**config.mk**
```make
export PLATFORM = sky130hd
export DESIGN_NAME = data_rate_decoder_flat
export DESIGN_NICKNAME = d
export VERILOG_FILES = /design/src/rtl/data_rate_decoder_if.sv /design/src/rtl/data_rate_decoder.sv /design/src/flat_wrapper.sv
export SDC_FILE = /design/constraint.sdc
export NUM_CORES = 1
export LEC_CHECK = 0
export ABC_AREA = 1
export CORE_MARGIN = 3
export CORE_UTILIZATION = 40
export DETAILED_ROUTE_END_ITERATION = 8
export GPL_ROUTABILITY_DRIVEN = 1
export PLACE_DENSITY = 0.65
export SKIP_CTS_REPAIR_TIMING = 1
export SLEW_MARGIN = 20
export SYNTH_ARGS = -nofsm -noshare
export SYNTH_HDL_FRONTEND = slang
export SYNTH_SLANG_ARGS = --single-unit
```
**constraint.sdc**
```tcl
create_clock -name clock -period 4.55 [get_ports clock]
set_input_delay 0.455 -clock clock [delete_from_list [all_inputs] [get_ports clock]]
set_output_delay 0.455 -clock clock [all_outputs]
set_load 0.02 [all_outputs]
```
**src/rtl/data_rate_decoder_if.sv**
```systemverilog
// Handshake-free receive bus of the toggle-rate decoder: line-side inputs and decoded-word outputs.
interface data_rate_decoder_if #(
  parameter int NUM_BITS = 10
);
  logic                enable;
  logic                rx_in;
  logic [NUM_BITS-1:0] data_out;
  logic                data_valid;
  logic                word_err;
  logic                locked;
  logic [7:0]          err_count;

  modport master (
    output enable, rx_in,
    input  data_out, data_valid, word_err, locked, err_count
  );

  modport slave (
    input  enable, rx_in,
    output data_out, data_valid, word_err, locked, err_count
  );
endinterface

```
**src/rtl/data_rate_decoder.sv**
```systemverilog
// Toggle-rate word decoder: preamble hunt, then fixed-length bit windows judged by transition count.
// Latency 4 clocks of pipeline after the last window sample; no backpressure, words repeat back-to-back.
module data_rate_decoder #(
  parameter int PRE_LEN  = 48,
  parameter int BIT_LEN  = 33,
  parameter int NUM_BITS = 10,
  parameter int LOW_MAX  = 4,
  parameter int HIGH_MIN = 29
) (
  input logic               clock,
  input logic               reset,
  data_rate_decoder_if.slave bus
);

  localparam logic [5:0] PRE_LAST  = 6'(PRE_LEN - 1);
  localparam logic [5:0] WIN_LAST  = 6'(BIT_LEN - 1);
  localparam logic [5:0] HALF_C    = 6'(BIT_LEN / 2);
  localparam logic [5:0] LOW_C     = 6'(LOW_MAX);
  localparam logic [5:0] HIGH_C    = 6'(HIGH_MIN);
  localparam logic [3:0] BITS_LAST = 4'(NUM_BITS - 1);

  typedef enum logic [1:0] {IDLE, HUNT, DATA} state_t;

  state_t              state_q, state_d;
  logic                en_s1_q, en_s_q, rx_s1_q, rx_s_q;
  logic                rx_prev_q, rx_prev_d, tr_q;
  logic [5:0]          run_cnt_q, run_cnt_d;
  logic [5:0]          win_cnt_q, win_cnt_d;
  logic [5:0]          tcnt_q, tcnt_d;
  logic [3:0]          bit_cnt_q, bit_cnt_d;
  logic [NUM_BITS-1:0] shreg_q, shreg_d;
  logic                err_acc_q, err_acc_d;
  logic                done_q, done_d;
  logic                err_word_q, err_word_d;
  logic [NUM_BITS-1:0] data_out_q, data_out_d;
  logic                data_valid_q, data_valid_d;
  logic                word_err_q, word_err_d;
  logic [7:0]          err_count_q, err_count_d;

  logic [5:0] tcnt_fin;
  logic       bit_val;
  logic       amb;

  // The final sample of a window must include the transition seen on that same clock.
  assign tcnt_fin = tcnt_q + {5'd0, tr_q};
  assign bit_val  = (tcnt_fin > HALF_C);
  assign amb      = (tcnt_fin > LOW_C) && (tcnt_fin < HIGH_C);

  always_comb begin
    state_d      = state_q;
    run_cnt_d    = run_cnt_q;
    win_cnt_d    = win_cnt_q;
    tcnt_d       = tcnt_q;
    bit_cnt_d    = bit_cnt_q;
    shreg_d      = shreg_q;
    err_acc_d    = err_acc_q;
    done_d       = 1'b0;
    err_word_d   = err_word_q;
    data_out_d   = data_out_q;
    data_valid_d = 1'b0;
    word_err_d   = word_err_q;
    err_count_d  = err_count_q;

    // Publish a completed word one clock after its last sample.
    if (done_q) begin
      data_out_d   = shreg_q;
      word_err_d   = err_word_q;
      data_valid_d = 1'b1;
      if (err_word_q && (err_count_q != 8'hFF)) begin
        err_count_d = err_count_q + 8'd1;
      end
    end

    if (!en_s_q) begin
      state_d   = IDLE;
      run_cnt_d = '0;
      win_cnt_d = '0;
      tcnt_d    = '0;
      bit_cnt_d = '0;
      shreg_d   = '0;
      err_acc_d = 1'b0;
    end else begin
      case (state_q)
        IDLE: state_d = HUNT;
        HUNT: begin
          if (tr_q) begin
            if (run_cnt_q == PRE_LAST) begin
              state_d   = DATA;
              run_cnt_d = '0;
              win_cnt_d = '0;
              tcnt_d    = '0;
              bit_cnt_d = '0;
              err_acc_d = 1'b0;
            end else begin
              run_cnt_d = run_cnt_q + 6'd1;
            end
          end else begin
            run_cnt_d = '0;
          end
        end
        DATA: begin
          if (win_cnt_q == WIN_LAST) begin
            win_cnt_d = '0;
            tcnt_d    = '0;
            shreg_d   = {shreg_q[NUM_BITS-2:0], bit_val};
            if (bit_cnt_q == BITS_LAST) begin
              bit_cnt_d  = '0;
              err_acc_d  = 1'b0;
              err_word_d = err_acc_q | amb;
              done_d     = 1'b1;
            end else begin
              bit_cnt_d = bit_cnt_q + 4'd1;
              err_acc_d = err_acc_q | amb;
            end
          end else begin
            win_cnt_d = win_cnt_q + 6'd1;
            tcnt_d    = tcnt_fin;
          end
        end
        default: state_d = IDLE;
      endcase
    end

    // The modulator idles low, so the first toggle out of IDLE must register as a transition.
    rx_prev_d = (state_d == IDLE) ? 1'b0 : rx_s_q;
  end

  always_ff @(posedge clock) begin
    if (reset) begin
      state_q      <= IDLE;
      en_s1_q      <= 1'b0;
      en_s_q       <= 1'b0;
      rx_s1_q      <= 1'b0;
      rx_s_q       <= 1'b0;
      rx_prev_q    <= 1'b0;
      tr_q         <= 1'b0;
      run_cnt_q    <= '0;
      win_cnt_q    <= '0;
      tcnt_q       <= '0;
      bit_cnt_q    <= '0;
      shreg_q      <= '0;
      err_acc_q    <= 1'b0;
      done_q       <= 1'b0;
      err_word_q   <= 1'b0;
      data_out_q   <= '0;
      data_valid_q <= 1'b0;
      word_err_q   <= 1'b0;
      err_count_q  <= '0;
    end else begin
      state_q      <= state_d;
      en_s1_q      <= bus.enable;
      en_s_q       <= en_s1_q;
      rx_s1_q      <= bus.rx_in;
      rx_s_q       <= rx_s1_q;
      rx_prev_q    <= rx_prev_d;
      tr_q         <= rx_s_q ^ rx_prev_q;
      run_cnt_q    <= run_cnt_d;
      win_cnt_q    <= win_cnt_d;
      tcnt_q       <= tcnt_d;
      bit_cnt_q    <= bit_cnt_d;
      shreg_q      <= shreg_d;
      err_acc_q    <= err_acc_d;
      done_q       <= done_d;
      err_word_q   <= err_word_d;
      data_out_q   <= data_out_d;
      data_valid_q <= data_valid_d;
      word_err_q   <= word_err_d;
      err_count_q  <= err_count_d;
    end
  end

  assign bus.data_out   = data_out_q;
  assign bus.data_valid = data_valid_q;
  assign bus.word_err   = word_err_q;
  assign bus.locked     = (state_q == DATA);
  assign bus.err_count  = err_count_q;

endmodule

```
**src/flat_wrapper.sv**
```systemverilog
// flat-port wrapper written by rule: the top's interface ports become plain ports
module data_rate_decoder_flat 
#(
  parameter int PRE_LEN  = 48,
  parameter int BIT_LEN  = 33,
  parameter int NUM_BITS = 10,
  parameter int LOW_MAX  = 4,
  parameter int HIGH_MIN = 29
)
  (clock, reset, bus_enable, bus_rx_in, bus_data_out, bus_data_valid, bus_word_err, bus_locked, bus_err_count);
  data_rate_decoder_if #(.NUM_BITS(NUM_BITS)) bus_i ();
  input logic clock;
  input logic reset;
  input wire logic [$bits(bus_i.enable)-1:0] bus_enable;
  input wire logic [$bits(bus_i.rx_in)-1:0] bus_rx_in;
  output wire logic [$bits(bus_i.data_out)-1:0] bus_data_out;
  output wire logic [$bits(bus_i.data_valid)-1:0] bus_data_valid;
  output wire logic [$bits(bus_i.word_err)-1:0] bus_word_err;
  output wire logic [$bits(bus_i.locked)-1:0] bus_locked;
  output wire logic [$bits(bus_i.err_count)-1:0] bus_err_count;
  assign bus_i.enable = bus_enable;
  assign bus_i.rx_in = bus_rx_in;
  assign bus_data_out = bus_i.data_out;
  assign bus_data_valid = bus_i.data_valid;
  assign bus_word_err = bus_i.word_err;
  assign bus_locked = bus_i.locked;
  assign bus_err_count = bus_i.err_count;
  data_rate_decoder #(.PRE_LEN(PRE_LEN), .BIT_LEN(BIT_LEN), .NUM_BITS(NUM_BITS), .LOW_MAX(LOW_MAX), .HIGH_MIN(HIGH_MIN)) u_core (.clock(clock), .reset(reset), .bus(bus_i));
endmodule
```
# == After elaboration in Yosys (flattened, before gate mapping) ==
# Index checks and enable logic that the tools add are counted.
# word_totals
reg_bits,63
inputBits,4
word_cells,78
# op_classes
addsub,5
magnitude_cmp,3
n_eq_ne,9
mux,24
n_bitwise,5
n_reduce_logical,13
# ops
operator,count
two-way mux 6 bit,6
case mux 6 bit (2 select lines),2
two-way mux 4 bit,4
"adder 6 x 1 -> 6 bit, second input constant",2
"equality test 6 bit, second input constant",2
"adder 8 x 1 -> 8 bit, second input constant",1
"inequality test 8 bit, second input constant",1
case mux 4 bit (2 select lines),1
AND reduction 4 bit,2
adder 6 x 1 -> 6 bit,1
"> comparator 6 x 3 -> 1 bit, second input constant",1
"> comparator 6 x 5 -> 1 bit, second input constant",1
"less-than comparator 6 x 5 -> 1 bit, second input constant",1
two-way mux 1 bit,6
two-way mux 2 bit,3
"inequality test 2 x 1 -> 1 bit, second input constant",3
case mux 2 bit (3 select lines),1
"adder 4 x 1 -> 4 bit, second input constant",1
"equality test 4 bit, second input constant",1
zero test 2 bit,2
AND reduction 2 bit,2
OR reduction 2 bit,2
OR reduction 4 bit,1
inverter 1 bit,3
8 further kinds,9

# == Longest topological paths before layout ==
# depth
ltp_word,7
ltp_mapped,11
depth_no_buf,11

# == Worst setup path after synthesis ==
# Ideal clock, no wire load.
# synth_path
path_type,reg-to-reg
startpoint,"reg u_core.err_count_q[1], in the netlist u_core.bus.err_count[1]"
endpoint,"reg u_core.err_count_q[6], in the netlist u_core.bus.err_count[6]"
setup_time_ps,113
arrival_ps,1455
required_time_ps,4437
setup_slack_ps,2982
path_stages_with_launch,11
cell_sequence,dfxtp_1 > ha_1 > nand2_1 > nor2_1 > nand4_1 > nand2_2 > inv_1 > nand3_1 > nand2_1 > nand2_1 > nor2_1
# synth_via
elab_chain_len,3
word_cells_on_any_way,4
classes_between,add/sub (1); eq/ne (1); reduce/logical (2)
# synth_lines
item,line_no,source
start: declaration,data_rate_decoder.sv:38,"logic [7:0] err_count_q, err_count_d;"
start signal: assignment,data_rate_decoder.sv:168,err_count_q <= err_count_d;
branches (longest 3 deep; another with adder 8 x 1 -> 8 bit),--,
# Several ways; the timed one is not identified.
# A chain may end at the register's enable or synchronous reset.

# == Final worst setup path ==
# layout_path
startpoint,in reset
endpoint,reg u_core.bit_cnt_q[2]
# layout_via
elab_chain_len,1
# layout_lines
item,line_no,source
start: declaration,flat_wrapper.sv:13,input logic reset;
OR reduction 2 bit (no source line),--,
end signal: assignment,data_rate_decoder.sv:160,bit_cnt_q <= bit_cnt_d;
end: declaration,data_rate_decoder.sv:30,"logic [3:0] bit_cnt_q, bit_cnt_d;"
# No other way between the ends.

==> results.txt <==
- Final setup violation count: 0
* Reg-to-reg slack, setup: between 2 and 3 ns
- Pin count of the biggest net entering global routing: 21
- Across the VDD grid, the largest voltage drop is around 170 uV.
* Maximum single-stage delay on the critical path: 0.78 ns
* Top Ports: 25
- Power per unit of standard cell area: approximately 310 mW/mm^2
* LEAKAGE: around 0.0013 uW
* Wire per inst: 11.05 um
* Combinational family with the most area after synthesis: simple AND/OR/NAND/NOR gates
- Worst Path Max Fanout: 16
* Grt ovf: 0
- Max H-tree Level: 3
- Compared with the post-synthesis result, the final layout area differs by 18.21%.
* Total Die Area: ~0.008 mm^2
* Xor and xnor fraction of the mapped netlist area: about 1.8%
- The clock passes through at most 2 buffers.
* Number of synthesized flops with an enable pin: 0
* Proportion of synthesized area in mux cells: 0%
* Share of the yosys chip area belonging to registers: around 44%
- The first detailed-routing pass ran for 5 iterations.
- The run finished with clean final reports.
- At the end of the flow, the number of nets in the layout was 418.
- Synthesized-area fraction occupied by ao, oa, aoi and oai cells: 14.51%
* WL final: 5538 um
- Netlist area before placement: between 0.002 and 0.003 mm^2
- Global routing used between 10% and 20% of the available tracks.
- For this run, asynchronously set or reset flops after synthesis account for 0%.
* Biggest area consumer among synthesized cells: sky130_fd_sc_hd__dfxtp_1
- Source of the critical timing path: reset
* End of the critical path: u_core.bit_cnt_q[2]$_SDFFE_PP0P_
- Kind of start point of the critical path: input pin
- ANT cells: 0
- Highest clock rate: ~0.38 GHz
- Number of global-route vias before repair: between 2k and 2.5k
- Count of routing violations after the opening detailed-route iteration: 94
* HPWL after detailed placement: around 4000 um
- Fraction of synthesized cell area taken by the top area cell type: between 40% and 50%
- Setup repair after global routing left no endpoint under its margin.
- The final hold violation count is 0.
* Worst-Skew Late Latency: around 0.33 ns
* Max-cap check violation count: 0
- Once the floorplan was initialized, standard cells occupied a little over two fifths of the core.
- The netlist uses 35 different library cells.
- Slowest cell on the critical path: sky130_fd_sc_hd__clkdlybuf4s50_1
* Clk root buf: sky130_fd_sc_hd__clkbuf_8
- Adding up every negative setup slack in the final design gives 0 ns.
- Net Count, Synth: ~390
- Clock tree synthesis inserted a total of 9 buffers.
* Arrival time of the worst setup path: about 2.8 ns
* Number of remaining DRC errors: 0
- Post-synth top cells: sky130_fd_sc_hd__nand2_1 (69), sky130_fd_sc_hd__dfxtp_1 (63), sky130_fd_sc_hd__inv_1 (50)
* Dominant cell by count in the synthesized netlist: sky130_fd_sc_hd__nand2_1
- The core region is approximately 0.0068 mm^2.
- Leading cell types by total area after synthesis: sky130_fd_sc_hd__dfxtp_1 (44%), sky130_fd_sc_hd__nand2_1 (9.1%), sky130_fd_sc_hd__a21oi_1 (7.0%), sky130_fd_sc_hd__inv_1 (6.6%), sky130_fd_sc_hd__ha_1 (5.7%)
- The final critical path takes up around 57% of the cycle.
- For this design, the sink count on the clock tree is 63.
- Synthesized netlist cell count: around 370
* Mean instance size in the synthesized netlist: approximately 7.6 um^2
- At the pin with the least slew margin, the transition time is just under 0.6 ns.
- At the end of routability-driven placement, the weighted congestion stood at 0.7955.
- Yosys warning total: 0
- The worst setup path is captured at a register.
* Core Rows: 30
- On the final layout, the worst clock skew is 0.007057 ns.
- Vias/cell: 4.798
- Most repeated library cell on the critical path: sky130_fd_sc_hd__nand2_1
- In this run the vertical extent of the chip is 90.34 um.
* Wire length of the first global-routing pass: 9522 um
- The number of pins exceeding their max-slew limit in the final report came to 0.
* Synth Area in Adders: 5.717%
- In this run the horizontal extent of the chip is approximately 90 um.
- The detail route stage leaves a number of antenna-violating nets equal to 0.
- The worst register-to-register path begins at u_core.tr_q$_SDFF_PP0_.
- Measured in cells, the most critical reg-to-reg path has a length of 9.
* Worst min-delay path category: reg2reg
- Filler-free cell count of the finished design: about 500
- The clock period could shrink to 2.608 ns.
* Basic-gate share of the synthesized area counting and, or, nand and nor cells: between 20% and 30%
* Clock transition at the register clock pins on the worst setup and hold paths after CTS: ~0.070 ns
- The post-route netlist has around 8.6% of its cells at a drive strength greater than 1.
- Number of port buffers: 24
* Overall via count from detail_route: around 2.4k
* Overall power after layout: ~1100 uW
* Clock tree from TritonCTS: yes
- The number of antenna violations at the first check in global routing is 0.
* Slew HR: 61.20%
- The worst register-to-register path ends at u_core.err_acc_q$_SDFFE_PP0P_.
- Number of synthesized register bits: 63
- Required time at the endpoint of the critical path: between 4 and 5 ns
- Once placement completed, the tool counted placed cells totaling ~490.
- By startpoint and endpoint, the worst setup path is classified as in2reg.
- Walking the worst path, the cells encountered are clkdlybuf4s50_1 -> inv_1 -> nand2_1 -> inv_1 -> nand2_1 -> nand2_1 -> nand2_1 -> nor2_1.
* Most common flop cell mapped by yosys: sky130_fd_sc_hd__dfxtp_1
cell usage in the layout (no fill, tap or decap), types with 2 or more instances in the layout:
cell type,n
sky130_fd_sc_hd__o21bai_1,2
sky130_fd_sc_hd__a21oi_1,40
sky130_fd_sc_hd__nor2_1,39
sky130_fd_sc_hd__nand3_2,2
sky130_fd_sc_hd__dfxtp_1,63
sky130_fd_sc_hd__o21ai_0,29
sky130_fd_sc_hd__nor2_2,2
sky130_fd_sc_hd__nor2_4,2
sky130_fd_sc_hd__ha_1,13
sky130_fd_sc_hd__nor3_2,3
sky130_fd_sc_hd__nand4_1,5
sky130_fd_sc_hd__clkdlybuf4s50_1,24
sky130_fd_sc_hd__xor2_1,2
sky130_fd_sc_hd__nand2_1,69
sky130_fd_sc_hd__clkbuf_8,11
sky130_fd_sc_hd__inv_2,3
sky130_fd_sc_hd__nor3_1,3
sky130_fd_sc_hd__nand3_1,18
sky130_fd_sc_hd__xnor2_1,4
sky130_fd_sc_hd__nand2_2,4
sky130_fd_sc_hd__a211oi_1,2
sky130_fd_sc_hd__inv_1,50
report_power, final:
part / internal (uW) / switching, uW
Clock: 279 / 203
Sequential: 554 / 1.85
Combinational: 6.34 / 13.8
sequential cells by signal (all words and copies together) (netlist names), 2 cells and up:
| register | cells |
|---|---|
| u_core.bus.data_out | 10 |
| u_core.shreg_q | 10 |
| u_core.bus.err_count | 8 |
| u_core.run_cnt_q | 6 |
| u_core.tcnt_q | 6 |
| u_core.win_cnt_q | 6 |
| u_core.bit_cnt_q | 4 |
| u_core.state_q | 2 |
routing by layer:
metal / track usage (%) / vias up / wire length, um
li1: - / 1261 / -
met1: 17.35 / 1109 / 2688
met2: 23.40 / 30 / 2618
met3: 5.167 / 4 / 197
met4: 4.847 / 0 / 34
met5: 0 / - / 0
worst min-delay path by stage:
| stage | from | slack, ns | endpoint | cells past startpoint |
|---|---|---|---|---|
| after global placement | u_core.en_s1_q$_SDFF_PP0_ | 0.39 | u_core.en_s_q$_SDFF_PP0_ | 2 |
| after global routing | u_core.rx_s1_q$_SDFF_PP0_ | 0.43 | u_core.rx_s_q$_SDFF_PP0_ | 2 |
| final | u_core.rx_s1_q$_SDFF_PP0_ | 0.41 | u_core.rx_s_q$_SDFF_PP0_ | 2 |
| after floorplan | u_core.en_s1_q$_SDFF_PP0_ | 0.39 | u_core.en_s_q$_SDFF_PP0_ | 2 |
| after detailed placement | u_core.rx_s1_q$_SDFF_PP0_ | 0.41 | u_core.rx_s_q$_SDFF_PP0_ | 2 |
| after CTS | u_core.rx_s1_q$_SDFF_PP0_ | 0.41 | u_core.rx_s_q$_SDFF_PP0_ | 2 |
area by class of cell:
cell class              count  area (um^2)
flip-flops and latches     63         1261
fillers                   677         3468
multi-input cells         250         1345
repair buffers             24        240.2
clock buffers              12        155.1
clock inverters             3        42.54
inverters                  53        198.9
well taps                  96        120.1
kinds of logic after synthesis:
| kind of cell | count (synthesis) |
|---|---|
| flip-flops | 63 |
| AND/OR/NAND/NOR | 153 |
| XOR/XNOR | 6 |
| adder cells (fa/ha/maj) | 13 |
| buffers and inverters | 61 |
| AO/OA/AOI/OAI | 78 |
critical path: cells and delay by family:
kind                   cells  cell delay (ns)
AND/OR/NAND/NOR            5             0.91
buffers and inverters      3             1.46
metrics by stage:
stage	utilization, %	instance area, um^2	hold WS (ns)	worst slack, ns
4_1_cts	49.23	3363	0.4104	1.891
2_1_floorplan	-	2845	0.3883	2.982
5_1_grt	49.23	3363	0.4304	1.550
3_3_place_gp	46.34	3166	0.3893	1.592
3_5_place_dp	46.34	3166	0.4067	1.503
6_report	49.23	3363	0.4071	1.942
Note: power is estimated with default switching activity, not from simulation.
